**config.mk**
```make
export PLATFORM = sky130hd
export DESIGN_NAME = count_sequencer
export DESIGN_NICKNAME = d
export VERILOG_FILES = /design/src/rtl/count_sequencer.sv
export SDC_FILE = /design/constraint.sdc
export NUM_CORES = 1
export LEC_CHECK = 0
export ABC_AREA = 1
export BUFFER_PORTS_ARGS = -buffer_cell sky130_fd_sc_hd__buf_4
export CORE_MARGIN = 3
export CORE_UTILIZATION = 30
export CTS_CLUSTER_SIZE = 10
export DETAILED_ROUTE_END_ITERATION = 8
export SLEW_MARGIN = 20
export SYNTH_ARGS = -nofsm -noshare
export SYNTH_HDL_FRONTEND = slang
export SYNTH_SLANG_ARGS = --single-unit
```
**constraint.sdc**
```tcl
create_clock -name clk_1Hz -period 3.46 [get_ports clk_1Hz]
set_input_delay 1.038 -clock clk_1Hz [delete_from_list [all_inputs] [get_ports clk_1Hz]]
set_output_delay 1.038 -clock clk_1Hz [all_outputs]
set_load 0.005 [all_outputs]
```
**src/rtl/count_sequencer.sv**
```systemverilog
// Run controller and position register for the 0..MAX_COUNT display counter (1 Hz domain).
// Sequences up/down/bounce runs of bounded or unbounded length with pause/resume and an end-of-run pulse.
//
//  state | meaning
//  ------+--------------------------------------------------
//  IDLE  | no run active; count and dir hold
//  RUN   | one step per clk_1Hz edge according to mode_q
//  PAUSE | run suspended; count, dir, steps_left, mode_q hold
//  DONE  | final step taken; done high for one period
module count_sequencer #(
    parameter int MAX_COUNT = 5,
    parameter int CNT_W     = 3,
    parameter int RUN_W     = 4
) (
    input  logic             clk_1Hz,
    input  logic             reset,
    input  logic             start,
    input  logic             stop,
    input  logic [1:0]       mode,
    input  logic [RUN_W-1:0] run_len,
    output logic [CNT_W-1:0] count,
    output logic             dir,
    output logic             busy,
    output logic             done,
    output logic [1:0]       state
);

    typedef enum logic [1:0] {
        S_IDLE  = 2'b00,
        S_RUN   = 2'b01,
        S_PAUSE = 2'b10,
        S_DONE  = 2'b11
    } state_t;

    localparam logic [CNT_W-1:0] MAX_C   = CNT_W'(MAX_COUNT);
    localparam logic [CNT_W-1:0] CNT_ONE = CNT_W'(1);
    localparam logic [RUN_W-1:0] RUN_ONE = RUN_W'(1);

    state_t             state_q;
    logic [RUN_W-1:0]   steps_left;
    logic [1:0]         mode_q;
    logic [CNT_W-1:0]   step_count;
    logic               step_dir;

    // Next position if a step is taken this edge; out-of-range counts recover to 0.
    always_comb begin
        step_count = count;
        step_dir   = dir;
        case (mode_q)
            2'b00: begin
                step_count = (count >= MAX_C) ? '0 : count + CNT_ONE;
            end
            2'b01: begin
                if (count > MAX_C)
                    step_count = '0;
                else if (count == '0)
                    step_count = MAX_C;
                else
                    step_count = count - CNT_ONE;
            end
            2'b10: begin
                if (count > MAX_C) begin
                    step_count = '0;
                    step_dir   = 1'b0;
                end else if (!dir) begin
                    if (count == MAX_C) begin
                        step_count = MAX_C - CNT_ONE;
                        step_dir   = 1'b1;
                    end else begin
                        step_count = count + CNT_ONE;
                    end
                end else begin
                    if (count == '0) begin
                        step_count = CNT_ONE;
                        step_dir   = 1'b0;
                    end else begin
                        step_count = count - CNT_ONE;
                    end
                end
            end
            default: begin
                step_count = count;
                step_dir   = dir;
            end
        endcase
    end

    always_ff @(posedge clk_1Hz or posedge reset) begin
        if (reset) begin
            state_q    <= S_IDLE;
            count      <= '0;
            dir        <= 1'b0;
            busy       <= 1'b0;
            done       <= 1'b0;
            steps_left <= '0;
            mode_q     <= 2'b00;
        end else begin
            case (state_q)
                S_IDLE: begin
                    if (start && !stop && mode != 2'b11) begin
                        state_q    <= S_RUN;
                        mode_q     <= mode;
                        steps_left <= run_len;
                        dir        <= (mode == 2'b01);
                        busy       <= 1'b1;
                    end
                end
                S_RUN: begin
                    if (stop) begin
                        state_q <= S_PAUSE;
                    end else begin
                        count <= step_count;
                        dir   <= step_dir;
                        // A zero length latched at start means the run never ends on its own.
                        if (steps_left != '0) begin
                            steps_left <= steps_left - RUN_ONE;
                            if (steps_left == RUN_ONE) begin
                                state_q <= S_DONE;
                                busy    <= 1'b0;
                                done    <= 1'b1;
                            end
                        end
                    end
                end
                S_PAUSE: begin
                    if (start && !stop)
                        state_q <= S_RUN;
                end
                S_DONE: begin
                    state_q <= S_IDLE;
                    done    <= 1'b0;
                end
                default: begin
                    state_q <= S_IDLE;
                    busy    <= 1'b0;
                    done    <= 1'b0;
                end
            endcase
        end
    end

    assign state = state_q;

endmodule

```
==> run metrics, run 1 <==
Synth Register Bits 14; DR vias 965; Logic pwr share 0.608; initial antenna violation count 0; crit path max fanout 11; hold-fix buffer count after cts 0; post-synthesis mux area share 0; Sequential Power Share 0.309; Num CTS Buffers 3; Non-Filler Instances ~220; sequential-to-total area share from yosys stat 0.3233; required time of the critical path ~2.4 ns; Std-Cell Rows 21; Placer Congestion roughly 0.86; worst reg2reg path depth 7; average size of a mapped cell slightly above 7 um2; Final TNS setup 0 ns; number of global-route vias before repair around 940; Switch Pwr between 0.0005 and 0.0006 W; Post-Route WL about 2200 um; DR WL/cell 10.06 um; largest net degree at the start of global routing 15; Layout Skew 0.004544 ns; HP Class register to register; Synth Area in Compound Gates 0.1097; final worst-path cycle share 0.5896; Post-Synth Simple-Gate Area 0.3557; Ys Warns 0; Period minus WS final between 2 and 2.5 ns; Finished Cell Area between 1000 and 1500 um2; PostCTS Resize Cnt 0; PortBufs 17; kind of cell adding the most delay to the critical path flip-flops; RSZ-0062 raised after global routing no; DRC errors left 0; remaining antenna violation count 0; largest family of logic cells by synthesized area simple AND/OR/NAND/NOR gates; post-synthesis adder-cell area fraction 0.1270; met1 Use GR 0.1518; H-tree levels 1; Root Driver clkbuf_4; setup repair bufs after CTS 0; Clock Power Share 0.083; Fill cells just under 400; Post-Place Setup Slack 1.469 ns; Slew headroom 0.6398; CP endpoint kind output pin; HPWL after detailed placement 1770 um; Antenna Cells 0; Area Overhead vs Synth 18.71%; Finished Core Util 0.3766; grt total ovfl 0; Reg clk slew, reported paths 0.08 ns; Ports 18; Placed Cells around 210; Synth Instances 152; GRT Max-Usage Layer met2; Pint around 0.00054 W; Post-Syn Area around 1100 um2; sw frac 0.4894; clock latency on the worst-skew pair ~0.27 ns; Worst path slowest cell dfrtp_1; peak per-stage delay on the critical path 0.55 ns; worst slew pin tran 0.5397 ns; Fmax achieved slightly below 500 MHz; max_cap viols 0; Slew Viols, Final 0; Pleak about 0.71 nW; Clock Path Buffers 2; M2 GR Usage 0.1859; Final #Nets a little under 200; worst vdd ir ~420 uV; layout cells sized above 1 0.1871; vias per cell roughly 4.4; Worst Slack Setup Final between 1 and 1.5 ns; synth unique cells 20; met3 Resource Use GR 0.01531; Synth Area in XOR/XNOR 0; die area about 4400 um2; worst hold stages 1; Total GRT Usage 0.1162; CP Data Arrival Time 1.00 ns; Bufs and invs on worst path 1; CTS tree done; Post-DP Area roughly 1300 um2; CP startpoint kind register; Iter 0 DRT Violations 37; critical path class register to output pin; chip height ~66 um; Core Area ~3400 um2; Crit. path cell count 1; Setup-failing EPs final 0; Cell Pwr Density around 830 nW/um2; final hold vios 0; Synth Net Count between 150 and 200; clock sink count 14; critical-path cell list buf_4; first-pass GRT wire length about 4000 um; Die W 66.10 um; status complete, no violations; drt first pass iters 4; Starting Density 0.3172
==> kinds of logic after synthesis <==
logic type,after synthesis
AOI/OAI and AO/OA,21
adders and majority gates,11
buffers and inverters,24
DFF,14
and+or+nand+nor,82
==> cells in the mapped netlist (all sizes together) <==
master / number / area, um2
nor3: 1 / 10.01
o211ai: 1 / 12.51
or2: 2 / 12.51
inv: 23 / 86.34
nor2: 13 / 81.33
nand2: 50 / 200.2
buf: 1 / 5.000
nand3: 15 / 75.07
nand4: 1 / 6.260
dfrtp: 14 / 350.3
o21ai: 11 / 58.80
a21o: 1 / 7.510
a21oi: 8 / 40.04
ha: 11 / 137.6
==> cell usage in the layout, fill, tap and decap left out, drive strengths merged, types with 3 or more instances in the layout <==
cell type and instances:
nand2 50, inv 23, buf 17, nand3 15, dfrtp 14, nor2 13, ha 11, o21ai 11
a21oi 8, clkbuf 3
==> power by group through the flow <==
stage / Clock [W] / Combinational, W / Sequential (W)
after floorplan: 0 / 0.000495 / 0.000308
after global placement: 0 / 0.000655 / 0.000332
after detailed placement: 0 / 0.000656 / 0.000333
after CTS: 0.0000938 / 0.000661 / 0.000329
after global routing: 0.000103 / 0.000760 / 0.000344
final: 0.0000884 / 0.000648 / 0.000330
==> final timing paths <==
path / startpoint / slack [ns] / end
min in group asynchronous: reset / 0.80 / state[1]
max reg2reg: count[0] / 1.81 / count[2]
min: done / 0.49 / done
min reg2reg: done / 0.49 / done
max in group asynchronous: reset / 2.30 / steps_left[1]
max: count[2] / 1.42 / count[2]
==> state kept, by name (all words and copies together), names as in the netlist <==
name        count
steps_left      4
busy            1
state           2
mode_q          2
count           3
dir             1
done            1
==> cell type report <==
class                      count  area, um2  share of cell area
sequential                    14      350.3              0.2724
multi-input combinational    114      641.9              0.4990
inverter                      23      86.33             0.06712
clock buffer                   3      22.52             0.01751
tap                           46      57.56             0.04475
timing repair buffer          17      127.6             0.09922
==> stage by stage <==
step | hold slack [ns] | total power [W]
floorplan | 0.4739 | 0.0008032
global placement | 0.4684 | 0.0009865
detailed placement | 0.4745 | 0.0009891
CTS | 0.4970 | 0.001084
global route | 0.5338 | 0.001207
finish | 0.4934 | 0.001066
==> layer usage <==
layer  wire length, um  share of wire
met1              1096           0.50
met3                69          0.032
met5                 0              0
met2               972           0.45
met4                44          0.020
(Power assumes the default switching activity.)
==> run 2: changes to the inputs <==
==> constraint.sdc (replaced) <==
create_clock -name clk_1Hz -period 2 [get_ports clk_1Hz]
set_input_delay 0.6 -clock clk_1Hz [delete_from_list [all_inputs] [get_ports clk_1Hz]]
set_output_delay 0.6 -clock clk_1Hz [all_outputs]
set_load 0.005 [all_outputs]
==> run metrics, run 2 (synthesized netlist as in run 1, its figures left out) <==
Final #Nets 195 (+0.52%); largest net degree at the start of global routing 15 (unchanged); setup repair bufs after CTS 0 (unchanged); Setup-failing EPs final 0 (unchanged); worst reg2reg path depth 7 (unchanged); Clock Path Buffers 2 (unchanged); Core Area 3416 um2 (unchanged); final total power 0.001859 W (+74%); drt first pass iters 4 (unchanged); die area 4369 um2 (unchanged); PostCTS Resize Cnt 0 (unchanged); CTS tree done; DRC errors left 0 (unchanged); Finished Core Util 0.3788 (+0.002198); Die W 66.10 um (unchanged); CP startpoint kind register; max reg flops 4 (unchanged); Pleak 0.7114 nW (+0.67%); final hold vios 0 (unchanged); worst vdd ir 638.6 uV (+51%); status complete, no violations; Placed Cells 215 (+0.47%); Slew headroom 0.6325 (-0.007280); vias per cell 4.317 (-2.9%); Post-Route WL 2131 um (-2.3%); CP startpoint count[0]; Area Overhead vs Synth 19.40%; Std-Cell Rows 21 (unchanged); first-pass GRT wire length 4029 um (+1.4%); most frequent cells in the layout nand2_1 (47), inv_1 (21), buf_4 (18); Slew Viols, Final 0 (unchanged); Reg clk slew, reported paths 0.08 ns (about the same); PortBufs 17 (unchanged); Final TNS setup 0 ns (unchanged); r2r endpoint count[2]; minimum hold slack 0.3664 ns (-0.1270 ns); most common cell after layout, fill and taps aside nand2_1; H-tree levels 1 (unchanged); FF-to-FF Start count[0]; Layout Skew 0.001061 ns (-0.003483 ns); clock latency on the worst-skew pair 0.28 ns (about the same); Total GRT Usage 0.1162 (about the same); Fmax achieved 621.1 MHz; FF-to-FF setup slack 0.39 ns (-1.42 ns); worst slew pin tran 0.5506 ns (+0.01091 ns); Placer Congestion 0.7872 (-8.8%); critical path class register to register; Non-Filler Instances 218 (+0.46%); DR WL/cell 9.775 um (-2.8%); crit path max fanout 5 (-6); Period minus WS final around 1.6 ns; clock sink count 14 (unchanged); layout cells sized above 1 0.1919 (+0.004726); Num CTS Buffers 3 (unchanged); HPWL after detailed placement 1686 um (-4.7%); Ports 18 (unchanged); Iter 0 DRT Violations 40 (+8.1%); remaining antenna violation count 0 (unchanged); required time of the critical path 2.21 ns (-0.21 ns); Starting Density 0.3172 (unchanged); initial antenna violation count 0 (unchanged); CP endpoint kind register; critical path endpoint count[2]; DR vias 941 (-2.5%); max_cap viols 0 (unchanged); grt total ovfl 0 (unchanged); Biggest register steps_left; hold-fix buffer count after cts 0 (unchanged); Cell Pwr Density 1437 nW/um2 (+73%); chip height 66.10 um (unchanged); Root Driver clkbuf_4; final worst-path cycle share 0.8050; HP Class primary input to asynchronous set/reset pin; Antenna Cells 0 (unchanged); CP Data Arrival Time 1.82 ns (+0.82 ns); RSZ-0062 raised after global routing no; number of global-route vias before repair 933 (-1.2%); largest registers steps_left (4), count (3)
[run 2: worst min-delay path by stage]
stage | from | to | slack [ns]
5_1_grt | reset | dir | 0.41
4_1_cts | reset | count[0] | 0.40
3_3_place_gp | done | done | 0.47
3_5_place_dp | done | done | 0.48
6_report | reset | count[0] | 0.37
2_1_floorplan | done | done | 0.47
[run 2: metrics by stage]
step           worst slack [ns]  instance area, um2
6_report                 0.3900                1294
5_1_grt                  0.2567                1294
4_1_cts                  0.3808                1294
3_5_place_dp             0.3968                1271
3_3_place_gp             0.4377                1271
2_1_floorplan            0.4670                1084
[run 2: power breakdown]
part | internal, W | switching [W]
combinational | 0.000470 | 0.000688
sequential | 0.000414 | 0.000127
clock | 0.0000698 | 0.0000898
total | 0.000954 | 0.000905
[run 2: final cells by class]
type | count | area [um2]
well taps | 46 | 57.56
flip-flops and latches | 14 | 350.3
fillers | 385 | 2122
clock buffers | 3 | 22.52
multi-input cells | 114 | 641.9
repair buffers | 18 | 135.1
inverters | 23 | 86.33
[run 2: routing by layer]
metal	track usage	wire (um)
met1	0.1550	1066
met2	0.1884	957
met3	0.02041	91
met4	0.03807	14
met5	0	0
[run 2: critical path, cell delays in order, from the launching register on]
cell and delay (ns):
dfrtp_1 0.43, inv_1 0.11, ha_1 0.24, ha_1 0.27
or2_2 0.28, nand2_1 0.07, nand2_1 0.04, a21oi_1 0.11
